$ cat src/rtl/mem_access_ctrl_if.sv
// mem_access_ctrl_if: request/response and RAM port bundle for mem_access_ctrl
//   req_valid, req_op[2:0], req_addr[31:0], req_wdata[31:0]  requester -> controller
//   req_ready                                                 controller -> requester
//   resp_valid, resp_rdata[31:0], resp_err                    controller -> requester
//   ram_ce, ram_we, ram_addr[31:0], ram_wdata[31:0], ram_sel[3:0]  controller -> RAM
//   ram_rdata[31:0]                                           RAM -> controller
interface mem_access_ctrl_if;
   logic        req_valid;
   logic [2:0]  req_op;
   logic [31:0] req_addr;
   logic [31:0] req_wdata;
   logic        req_ready;
   logic        resp_valid;
   logic [31:0] resp_rdata;
   logic        resp_err;
   logic        ram_ce;
   logic        ram_we;
   logic [31:0] ram_addr;
   logic [31:0] ram_wdata;
   logic [3:0]  ram_sel;
   logic [31:0] ram_rdata;
   modport slave (
      input  req_valid, req_op, req_addr, req_wdata, ram_rdata,
      output req_ready, resp_valid, resp_rdata, resp_err,
             ram_ce, ram_we, ram_addr, ram_wdata, ram_sel
   );
   modport master (
      output req_valid, req_op, req_addr, req_wdata, ram_rdata,
      input  req_ready, resp_valid, resp_rdata, resp_err,
             ram_ce, ram_we, ram_addr, ram_wdata, ram_sel
   );
endinterface

$ cat src/rtl/mem_access_ctrl.sv
// mem_access_ctrl: load/store controller between the MEM stage and a byte-addressed data RAM
//   clk    rising-edge clock
//   rst_n  asynchronous active-low reset
//   bus    mem_access_ctrl_if.slave: request handshake (req_*), one-cycle completion
//          pulse (resp_*), and the RAM port (ram_*); SH is issued as two byte writes
module mem_access_ctrl #(
   parameter int MEM_BYTES = 1000
) (
   input logic               clk,
   input logic               rst_n,
   mem_access_ctrl_if.slave  bus
);
   typedef enum logic [1:0] {IDLE, ACCESS, ACCESS2, RESP} state_t;
   localparam logic [2:0] OP_LB = 3'd0, OP_LBU = 3'd1, OP_LH = 3'd2, OP_LHU = 3'd3,
                          OP_LW = 3'd4, OP_SB = 3'd5, OP_SH = 3'd6, OP_SW = 3'd7;
   state_t      state_q, state_d;
   logic [2:0]  op_q, op_d;
   logic [31:0] addr_q, addr_d;
   logic [7:0]  lo_q, lo_d;
   logic        err_q, err_d;
   logic [31:0] rdata_q, rdata_d;
   logic        resp_valid_q, resp_valid_d;
   logic        ram_ce_q, ram_ce_d;
   logic        ram_we_q, ram_we_d;
   logic [3:0]  ram_sel_q, ram_sel_d;
   logic [31:0] ram_addr_q, ram_addr_d;
   logic [31:0] ram_wdata_q, ram_wdata_d;
   logic        wide, half, bad;
   logic [32:0] last_byte;
   logic [31:0] ext;
   assign wide = bus.req_op == OP_LW || bus.req_op == OP_SW;
   assign half = bus.req_op == OP_LH || bus.req_op == OP_LHU || bus.req_op == OP_SH;
   // 33-bit end address so requests near 2^32 cannot wrap into the legal range
   assign last_byte = {1'b0, bus.req_addr} + (wide ? 33'd3 : half ? 33'd1 : 33'd0);
   assign bad = (wide && bus.req_addr[1:0] != 2'b00) || (half && bus.req_addr[0])
             || last_byte >= 33'(MEM_BYTES);
   assign ext = op_q == OP_LB  ? {{24{bus.ram_rdata[31]}}, bus.ram_rdata[31:24]} :
                op_q == OP_LBU ? {24'd0, bus.ram_rdata[31:24]} :
                op_q == OP_LH  ? {{16{bus.ram_rdata[31]}}, bus.ram_rdata[31:16]} :
                op_q == OP_LHU ? {16'd0, bus.ram_rdata[31:16]} :
                op_q == OP_LW  ? bus.ram_rdata : 32'd0;
   always_comb begin
      state_d      = state_q;
      op_d         = op_q;
      addr_d       = addr_q;
      lo_d         = lo_q;
      err_d        = err_q;
      rdata_d      = rdata_q;
      resp_valid_d = 1'b0;
      ram_ce_d     = 1'b0;
      ram_we_d     = 1'b0;
      ram_sel_d    = 4'd0;
      ram_addr_d   = 32'd0;
      ram_wdata_d  = 32'd0;
      case (state_q)
         IDLE: if (bus.req_valid) begin
            op_d         = bus.req_op;
            addr_d       = bus.req_addr;
            lo_d         = bus.req_wdata[7:0];
            err_d        = bad;
            rdata_d      = 32'd0;
            state_d      = bad ? RESP : ACCESS;
            resp_valid_d = bad;
            // RAM outputs are registered here so ACCESS drives them straight from flops
            ram_ce_d     = !bad;
            ram_we_d     = !bad && bus.req_op >= OP_SB;
            ram_sel_d    = {3'b000, !bad && bus.req_op == OP_SW};
            ram_addr_d   = bad ? 32'd0 : bus.req_addr;
            ram_wdata_d  = bad                 ? 32'd0 :
                           bus.req_op == OP_SW ? bus.req_wdata :
                           bus.req_op == OP_SB ? {bus.req_wdata[7:0], 24'd0} :
                           bus.req_op == OP_SH ? {bus.req_wdata[15:8], 24'd0} : 32'd0;
         end
         ACCESS: if (op_q == OP_SH) begin
            state_d     = ACCESS2;
            ram_ce_d    = 1'b1;
            ram_we_d    = 1'b1;
            ram_addr_d  = addr_q + 32'd1;
            ram_wdata_d = {lo_q, 24'd0};
         end else begin
            state_d      = RESP;
            resp_valid_d = 1'b1;
            rdata_d      = ext;
         end
         ACCESS2: begin
            state_d      = RESP;
            resp_valid_d = 1'b1;
         end
         default: state_d = IDLE;
      endcase
   end
   always_ff @(posedge clk or negedge rst_n) begin
      if (!rst_n) begin
         state_q      <= IDLE;
         op_q         <= 3'd0;
         addr_q       <= 32'd0;
         lo_q         <= 8'd0;
         err_q        <= 1'b0;
         rdata_q      <= 32'd0;
         resp_valid_q <= 1'b0;
         ram_ce_q     <= 1'b0;
         ram_we_q     <= 1'b0;
         ram_sel_q    <= 4'd0;
         ram_addr_q   <= 32'd0;
         ram_wdata_q  <= 32'd0;
      end else begin
         state_q      <= state_d;
         op_q         <= op_d;
         addr_q       <= addr_d;
         lo_q         <= lo_d;
         err_q        <= err_d;
         rdata_q      <= rdata_d;
         resp_valid_q <= resp_valid_d;
         ram_ce_q     <= ram_ce_d;
         ram_we_q     <= ram_we_d;
         ram_sel_q    <= ram_sel_d;
         ram_addr_q   <= ram_addr_d;
         ram_wdata_q  <= ram_wdata_d;
      end
   end
   assign bus.req_ready  = state_q == IDLE;
   assign bus.resp_valid = resp_valid_q;
   assign bus.resp_rdata = rdata_q;
   assign bus.resp_err   = err_q;
   assign bus.ram_ce     = ram_ce_q;
   assign bus.ram_we     = ram_we_q;
   assign bus.ram_sel    = ram_sel_q;
   assign bus.ram_addr   = ram_addr_q;
   assign bus.ram_wdata  = ram_wdata_q;
endmodule

$ cat src/flat_wrapper.sv
// flat-port wrapper written by rule: the top's interface ports become plain ports
module mem_access_ctrl_flat 
#(
   parameter int MEM_BYTES = 1000
)
  (clk, rst_n, bus_req_valid, bus_req_op, bus_req_addr, bus_req_wdata, bus_ram_rdata, bus_req_ready, bus_resp_valid, bus_resp_rdata, bus_resp_err, bus_ram_ce, bus_ram_we, bus_ram_addr, bus_ram_wdata, bus_ram_sel);
  mem_access_ctrl_if bus_i ();
  input logic clk;
  input logic rst_n;
  input wire logic [$bits(bus_i.req_valid)-1:0] bus_req_valid;
  input wire logic [$bits(bus_i.req_op)-1:0] bus_req_op;
  input wire logic [$bits(bus_i.req_addr)-1:0] bus_req_addr;
  input wire logic [$bits(bus_i.req_wdata)-1:0] bus_req_wdata;
  input wire logic [$bits(bus_i.ram_rdata)-1:0] bus_ram_rdata;
  output wire logic [$bits(bus_i.req_ready)-1:0] bus_req_ready;
  output wire logic [$bits(bus_i.resp_valid)-1:0] bus_resp_valid;
  output wire logic [$bits(bus_i.resp_rdata)-1:0] bus_resp_rdata;
  output wire logic [$bits(bus_i.resp_err)-1:0] bus_resp_err;
  output wire logic [$bits(bus_i.ram_ce)-1:0] bus_ram_ce;
  output wire logic [$bits(bus_i.ram_we)-1:0] bus_ram_we;
  output wire logic [$bits(bus_i.ram_addr)-1:0] bus_ram_addr;
  output wire logic [$bits(bus_i.ram_wdata)-1:0] bus_ram_wdata;
  output wire logic [$bits(bus_i.ram_sel)-1:0] bus_ram_sel;
  assign bus_i.req_valid = bus_req_valid;
  assign bus_i.req_op = bus_req_op;
  assign bus_i.req_addr = bus_req_addr;
  assign bus_i.req_wdata = bus_req_wdata;
  assign bus_i.ram_rdata = bus_ram_rdata;
  assign bus_req_ready = bus_i.req_ready;
  assign bus_resp_valid = bus_i.resp_valid;
  assign bus_resp_rdata = bus_i.resp_rdata;
  assign bus_resp_err = bus_i.resp_err;
  assign bus_ram_ce = bus_i.ram_ce;
  assign bus_ram_we = bus_i.ram_we;
  assign bus_ram_addr = bus_i.ram_addr;
  assign bus_ram_wdata = bus_i.ram_wdata;
  assign bus_ram_sel = bus_i.ram_sel;
  mem_access_ctrl #(.MEM_BYTES(MEM_BYTES)) u_core (.clk(clk), .rst_n(rst_n), .bus(bus_i));
endmodule
$ cat config.mk
export PLATFORM = sky130hd
export DESIGN_NAME = mem_access_ctrl_flat
export DESIGN_NICKNAME = d
export VERILOG_FILES = /design/src/rtl/mem_access_ctrl_if.sv /design/src/rtl/mem_access_ctrl.sv /design/src/flat_wrapper.sv
export SDC_FILE = /design/constraint.sdc
export NUM_CORES = 1
export LEC_CHECK = 0
export ABC_CLOCK_PERIOD_IN_PS = 2100
export CAP_MARGIN = 30
export CORE_MARGIN = 2
export CORE_UTILIZATION = 43
export DETAILED_ROUTE_END_ITERATION = 10
export HOLD_SLACK_MARGIN = 0.08
export PLACE_DENSITY = 0.76
export SLEW_MARGIN = 0
export SYNTH_ARGS = -nofsm -noshare
export SYNTH_HDL_FRONTEND = slang
export SYNTH_SLANG_ARGS = --single-unit
$ cat constraint.sdc
create_clock -name clk -period 2.1 [get_ports clk]
set_input_delay 0.21 -clock clk [delete_from_list [all_inputs] [get_ports clk]]
set_output_delay 0.21 -clock clk [all_outputs]
set_load 0.01 [all_outputs]
==> summary.txt, run 1 <==
Run status
  • Status: finished with violations
  • Failing checks: negative setup slack

GRT
  • Largest net degree at the start of global routing: 60
  • Remaining global-route overflow: 0
  • Number of antenna violations at the first check in global routing: 0
  • First-pass GRT wire length: 34600 µm
  • Number of global-route vias before repair: 6795
  • GRT Util Overall: between 20 and 25%

STA
  • Final period util: 141%
  • RSZ-0062 raised after global routing: true
  • Final hold vios: 0
  • Min cycle time layout: 2960 ps
  • Fmax: 338 MHz
  • Max-slew violations: 0
  • # setup viols final: between 40 and 50
  • Slew headroom: 58.3%
  • Fin Clk Skew: 14.7 ps
  • Worst Setup Slack, final: -855 ps
  • Worst Tran Pin Value: between 600 and 700 ps

Synth
  • Synthesized area: 7130 µm²
  • Cells after Synth: just under 800
  • Ys Warns: 0
  • Synth async-reset ratio: 100%
  • Most used DFF post-synth: dfrtp_1
  • Synth unique cells: between 50 and 60
  • Sequential area share after synthesis: 51.2%
  • Post-synth EDFFs: 0
  • Register bit total from synthesis: 146
  • Synth Area per Inst: just over 9 µm²

Clock network
  • Total CTS buffers: 17
  • CTS H-tree depth: 4
  • # clock sinks: about 150
  • Root Buffer: clkbuf_16
  • Clock latency on the worst-skew pair: 430 ps
  • CTS tree: done
  • Worst-path clk slew: 60 ps
  • CTS max path bufs: 2

Route
  • DR vias: slightly below 7000
  • DR vias/cell: 5.17
  • DR WL/cell: 16.5 µm
  • Routed WL: 21600 µm
  • DR iter-0 viols: 357
  • Post-DRT Antenna Nets: 0
  • Drt drc: 0
  • First-pass DRT Iterations: 4

Critical path
  • Worst reg2reg path depth: 7
  • Worst Path Class, Setup: primary input to flop
  • Crit. End Element: flop
  • CP required: 2470 ps
  • Worst Setup Start Kind: primary input
  • Critical path arrival: 3320 ps
  • Max FO, Critical Path: 9

Placement
  • DP Worst Slack: -1660 ps
  • Dpl cell area: 10100 µm²
  • GPL Wtd Cong: 0.930
  • Port-buffer cells: 203
  • Dpl hpwl: 15200 µm

Floorplan
  • Placeable Area: roughly 16000 µm²
  • Die area: 17600 µm²
  • Row count: 47
  • Die Span X: 133 µm
  • Die height: ~130 µm
  • Initial Utilization: 43.5%
  • Io pins: approximately 210

Final layout
  • Commonest non-fill, non-tap cell in the layout: clkdlybuf4s50_1
  • Nets: approximately 1200
  • Antenna diode instance count: 0
  • Most frequent cells in the layout: 197 x clkdlybuf4s50_1, 169 x nand2_1, 146 x dfrtp_1
  • Multi-input gate area: 3530 µm²
  • Register Area: 3650 µm²
  • Synthesis-to-finish area growth: 57.7%
  • Fillers: around 1300
  • Finished Cell Area: 11300 µm²
  • Layout cells sized above 1: between 20% and 30%

Min path
  • WHS Path Cells: 4
  • Worst min-delay path category: primary input to flop

Power and ir drop
  • Power density over cell area: about 990 nW/µm²
  • Max VDD drop: ~0.65 mV
  • Total power: 11.1 mW
  • Leakage power: 5.06 nW

Run
  • Max_cap viols: 0
[critical path, cell delays in order]
cell and delay [ps]:
buf_12 90, clkinv_4 40, buf_4 120, buf_4 120, buf_4 130, buf_4 120
buf_4 120, buf_4 120, buf_4 120, buf_4 160, a22o_1 230, a22o_1 220
a211oi_2 240, nor4b_2 230, nand4_1 170, buf_4 180, nor4_4 240, buf_4 200
buf_6 120, and2_4 120
[what timing repair did]
item                                    4_1_cts  5_1_grt
hold buffers                                  1        0
buffers inserted                             15        3
resized for setup                            29       54
pin swaps                                    11       23
cloned                                        3        1
endpoints found under the setup margin       54       87
endpoints found under the hold margin        55        0
[metal layers]
layer,vias up,global-route usage (%),part of all wire [%]
li1,3234,-,-
met1,3267,32.3,43
met2,234,40.4,48
met3,35,5.25,5.8
met4,0,9.50,2.5
met5,-,0,0
[path summary, 6_finish.rpt]
kind                                          startpoint                                 end  slack [ps]
max                                        bus_req_op[0]  u_core.bus.ram_wdata[22]$_DFF_PN0_        -860
min reg2reg                   u_core.lo_q[2]$_DFFE_PN0P_          u_core.lo_q[2]$_DFFE_PN0P_         470
max in group asynchronous                          rst_n       u_core.addr_q[13]$_DFFE_PN0P_        1090
max reg2reg                u_core.state_q[0]$_DFFE_PN0N_         u_core.bus.ram_we$_DFF_PN0_         120
min                                        bus_req_op[0]          u_core.op_q[0]$_DFFE_PN0P_         190
min in group asynchronous                          rst_n    u_core.bus.ram_addr[8]$_DFF_PN0_         340
[through the flow]
step	util (%)	instances	hold slack (ps)	TNS [ps]
floorplan	-	772	-85.6	-50550
global placement	61.5	1256	233	-76650
detailed placement	61.6	1258	227	-79410
CTS	66.8	1308	160	-36870
global route	68.6	1309	220	-45630
finish	68.6	1309	188	-38480
[synth_stat cells (8+ instances only)]
cell / number / area, µm²
nand3_1: 23 / 115
nand4_1: 8 / 50.1
and2_1: 29 / 181
nor2b_1: 30 / 188
a21oi_1: 31 / 155
nand2_1: 169 / 634
inv_1: 13 / 48.8
o21ai_0: 41 / 205
nor2_1: 58 / 218
xor2_1: 23 / 201
a22o_1: 17 / 149
o22ai_1: 11 / 68.8
nand2b_1: 11 / 68.8
clkbuf_1: 29 / 109
dfrtp_1: 146 / 3650
and3_1: 11 / 68.8
xnor2_1: 13 / 114
mux2i_1: 9 / 90.1
[area by class of cell]
| type | instances | area share [%] |
|---|---|---|
| clock buffers | 19 | 4.03 |
| repair buffers | 328 | 27.6 |
| multi-input cells | 571 | 31.4 |
| clock inverters | 12 | 1.59 |
| inverters | 13 | 0.478 |
| well taps | 220 | 2.45 |
| flip-flops and latches | 146 | 32.5 |
[registers in the layout (all words and copies together), names as in the netlist, 2 cells and up]
signal,cells
u_core.addr_q,32
u_core.bus.ram_addr,32
u_core.bus.ram_wdata,32
u_core.bus.resp_rdata,32
u_core.lo_q,8
u_core.op_q,3
u_core.state_q,2
[cells by family (layout without fill, tap and decap cells)]
kind of cell	count (synthesis)	in the layout	share of synthesized area, %
other cells	1	3	0.0526
xor+xnor	36	36	4.42
flops	146	146	51.2
mux	10	10	1.42
buf+inv	55	372	3.33
simple gates	368	368	24.6
compound gates	146	146	13.4
fa+ha+maj	8	8	1.51
[where the power goes]
group / switching, mW / internal [mW]
sequential: 0.525 / 3.47
combinational: 2.02 / 1.80
clock: 1.21 / 2.05
Note: power is estimated with default switching activity, not from simulation.
==> inputs of run 2 (changes only) <==
--- a/config.mk
+++ b/config.mk
@@ -8,10 +8,11 @@
 export ABC_CLOCK_PERIOD_IN_PS = 2100
 export CAP_MARGIN = 30
 export CORE_MARGIN = 2
-export CORE_UTILIZATION = 43
+export CORE_UTILIZATION = 57
 export DETAILED_ROUTE_END_ITERATION = 10
+export DONT_BUFFER_PORTS = 1
 export HOLD_SLACK_MARGIN = 0.08
-export PLACE_DENSITY = 0.76
+export PLACE_DENSITY = 0.75
 export SLEW_MARGIN = 0
 export SYNTH_ARGS = -nofsm -noshare
 export SYNTH_HDL_FRONTEND = slang
==> summary.txt, run 2 (synthesized netlist as in run 1, its figures left out) <==
Final layout
  • Fillers: 758 (was 1273)
  • Commonest non-fill, non-tap cell in the layout: nand2_1 (was clkdlybuf4s50_1)
  • Nets: 1001 (was 1187)
  • Antenna diode instance count: 0 (unchanged)
  • Synthesis-to-finish area growth: 31.6% (was 57.7%)
  • Most frequent cells in the layout: 169 x nand2_1, 145 x dfrtp_1, 77 x dlygate4sd3_1 (was 197 x clkdlybuf4s50_1, 169 x nand2_1, 146 x dfrtp_1)
  • Fin cells: 1071 (was 1309)
  • Layout cells sized above 1: 16.1% (was 20.1%)

Route
  • DR WL/cell: 19.9 µm (was 16.5 µm)
  • Drt drc: 0 (unchanged)
  • Routed WL: 21300 µm (was 21600 µm)
  • DR iter-0 viols: 601 (was 357)
  • First-pass DRT Iterations: 6 (was 4)
  • Post-DRT Antenna Nets: 0 (unchanged)
  • DR vias/cell: 5.93 (was 5.17)
  • DR vias: 6356 (was 6770)

GRT
  • Number of antenna violations at the first check in global routing: 0 (unchanged)
  • GRT Util Overall: 31.8% (was 24.7%)
  • Remaining global-route overflow: 0 (unchanged)
  • Largest net degree at the start of global routing: 147 (was 60)
  • First-pass GRT wire length: 32900 µm (was 34600 µm)
  • Number of global-route vias before repair: 6571 (was 6795)

Placement
  • Cell count after placement: 954 (was 1258)
  • Dpl hpwl: 13000 µm (was 15200 µm)
  • GPL Wtd Cong: 0.850 (was 0.930)
  • Port-buffer cells: 0 (was 203)

Floorplan
  • Die Span X: 116 µm (was 133 µm)
  • Row count: 40 (was 47)
  • Die area: 13400 µm² (was 17600 µm²)
  • Io pins: 207 (unchanged)
  • Die height: 116 µm (was 133 µm)
  • Placeable Area: 12100 µm² (was 16400 µm²)
  • Initial Utilization: 58.9% (was 43.5%)

Critical path
  • Setup slack on the worst flop-to-flop path: 100 ps (was 120 ps)
  • CP most frequent cell: buf_4 (unchanged)
  • CP cell instances: xnor2_4 > and2_4 > inv_2 > fa_2 > nand4b_1 > buf_4 > nor2_1 > nand3_1 > xor2_1 > and3_1 > nand4_1 > buf_4 > nor4_4 > buf_12 > and2_1 (was buf_12 > clkinv_4 > buf_4 > buf_4 > buf_4 > buf_4 > buf_4 > buf_4 > buf_4 > buf_4 > a22o_1 > a22o_1 > a211oi_2 > nor4b_2 > nand4_1 > buf_4 > nor4_4 > buf_4 > buf_6 > and2_4)
  • Worst flop-to-flop path startpoint: u_core.state_q[0]$_DFFE_PN0N_ (unchanged)
  • Worst reg2reg path depth: 8 (was 7)
  • Critical path arrival: 3230 ps (was 3320 ps)
  • Slowest CP cell: fa_2 (was a211oi_2)
  • Capture point of the worst reg-to-reg path: u_core.bus.resp_rdata[8]$_DFFE_PN0P_ (was u_core.bus.ram_we$_DFF_PN0_)
  • CP Launch Point: bus_req_op[1] (was bus_req_op[0])
  • Worst Path Class, Setup: primary input to flop (unchanged)
  • CP required: 2460 ps (was 2470 ps)
  • Worst Setup Start Kind: primary input (unchanged)
  • Max FO, Critical Path: 25 (was 9)
  • Crit path to: u_core.bus.ram_wdata[15]$_DFF_PN0_ (was u_core.bus.ram_wdata[22]$_DFF_PN0_)
  • Crit. End Element: flop (unchanged)
  • CP peak stage delay: 370 ps (was 240 ps)

STA
  • Slew headroom: 58.0% (was 58.3%)
  • Final period util: 137% (was 141%)
  • Worst Setup Slack, final: -775 ps (was -855 ps)
  • Fin Clk Skew: 6.27 ps (was 14.7 ps)
  • Max-slew violations: 0 (unchanged)
  • Fmax: 348 MHz (was 338 MHz)
  • RSZ-0062 raised after global routing: true (unchanged)
  • # setup viols final: 49 (unchanged)
  • Worst Tran Pin Value: 627 ps (was 624 ps)
  • Final hold vios: 146 (was 0)
  • Hold Slack: -525 ps (was 188 ps)
  • Min cycle time layout: 2880 ps (was 2960 ps)

Clock network
  • # clock sinks: 146 (unchanged)
  • Hold buffer count at CTS: 77 (was 1)
  • Total CTS buffers: 17 (unchanged)
  • CTS max path bufs: 2 (unchanged)
  • Root Buffer: clkbuf_16 (unchanged)
  • CTS H-tree depth: 4 (unchanged)
  • Clock latency on the worst-skew pair: 430 ps (about the same)
  • Worst-path clk slew: 60 ps (about the same)
  • CTS tree: done (unchanged)

Run status
  • Status: finished with violations (unchanged)
  • Failing checks: negative hold slack, negative setup slack (was negative setup slack)

Min path
  • Worst min-delay path category: primary input to async pin (was primary input to flop)

Run
  • Max_cap viols: 0 (unchanged)

Power and ir drop
  • Leakage power: 4.27 nW (was 5.06 nW)
  • Max VDD drop: 0.556 mV (was 0.648 mV)
  • Power density over cell area: 1110 nW/µm² (was 986 nW/µm²)
  • Total power: 10.4 mW (was 11.1 mW)
[run 2: per-stage QoR]
step | TNS [ps] | setup WS, ps | instance area (µm²) | util [%] | hold WS (ps)
detailed placement | -54110 | -1180 | 7610 | 62.9 | -82.7
global route | -41670 | -933 | 9390 | 77.5 | -543
CTS | -28590 | -647 | 9240 | 76.3 | -531
global placement | -51130 | -1080 | 7610 | 62.9 | -83.0
floorplan | -50550 | -1140 | 7190 | - | -85.6
finish | -33860 | -775 | 9390 | 77.5 | -525
[run 2: worst min path at each step]
stage | startpoint | cells past startpoint | to
2_1_floorplan | rst_n | 0 | u_core.addr_q[0]$_DFFE_PN0P_
3_5_place_dp | rst_n | 0 | u_core.bus.ram_wdata[14]$_DFF_PN0_
5_1_grt | rst_n | 0 | u_core.bus.ram_wdata[16]$_DFF_PN0_
3_3_place_gp | rst_n | 0 | u_core.bus.ram_wdata[14]$_DFF_PN0_
4_1_cts | rst_n | 0 | u_core.bus.ram_wdata[10]$_DFF_PN0_
6_report | rst_n | 0 | u_core.bus.ram_wdata[2]$_DFF_PN0_
[run 2: final cells by class]
type,instances,area [µm²],area share (%)
sequential,146,3650,38.9
multi-input combinational,571,3530,37.6
timing repair buffer,142,1320,14.1
clock buffer,23,488,5.20
tap,168,210,2.24
clock inverter,8,126,1.35
inverter,13,51.3,0.547
[run 2: where the power goes]
group | total (mW) | internal (mW) | switching (mW) | leakage (nW)
Sequential | 4.17 | 3.48 | 0.690 | 1.94
Combinational | 3.10 | 1.30 | 1.80 | 2.04
Clock | 3.15 | 1.99 | 1.16 | 0.291
[run 2: metal layers]
metal,GRT usage (%),vias up,share of wire [%]
met1,37.6,3092,38
met2,55.2,347,51
li1,-,2857,-
met3,8.63,60,8.1
met5,0,-,0
met4,12.3,0,2.8
[run 2: worst max-delay path, delay by kind of cell]
family / cells / cell delay [ps]
and+or+nand+nor: 8 / 1640
adders and majority gates: 1 / 370
xor gates and xnor gates: 2 / 360
buffers and inverters: 4 / 640
[run 2: timing repair]
| item | in CTS | in global routing |
|---|---|---|
| resized for setup | 36 | 28 |
| setup buffers | 4 | 6 |
| cloned | 1 | 0 |
| pin swaps | 10 | 8 |
| setup endpoints to repair | 64 | 90 |
| hold endpoints to repair | 248 | 146 |
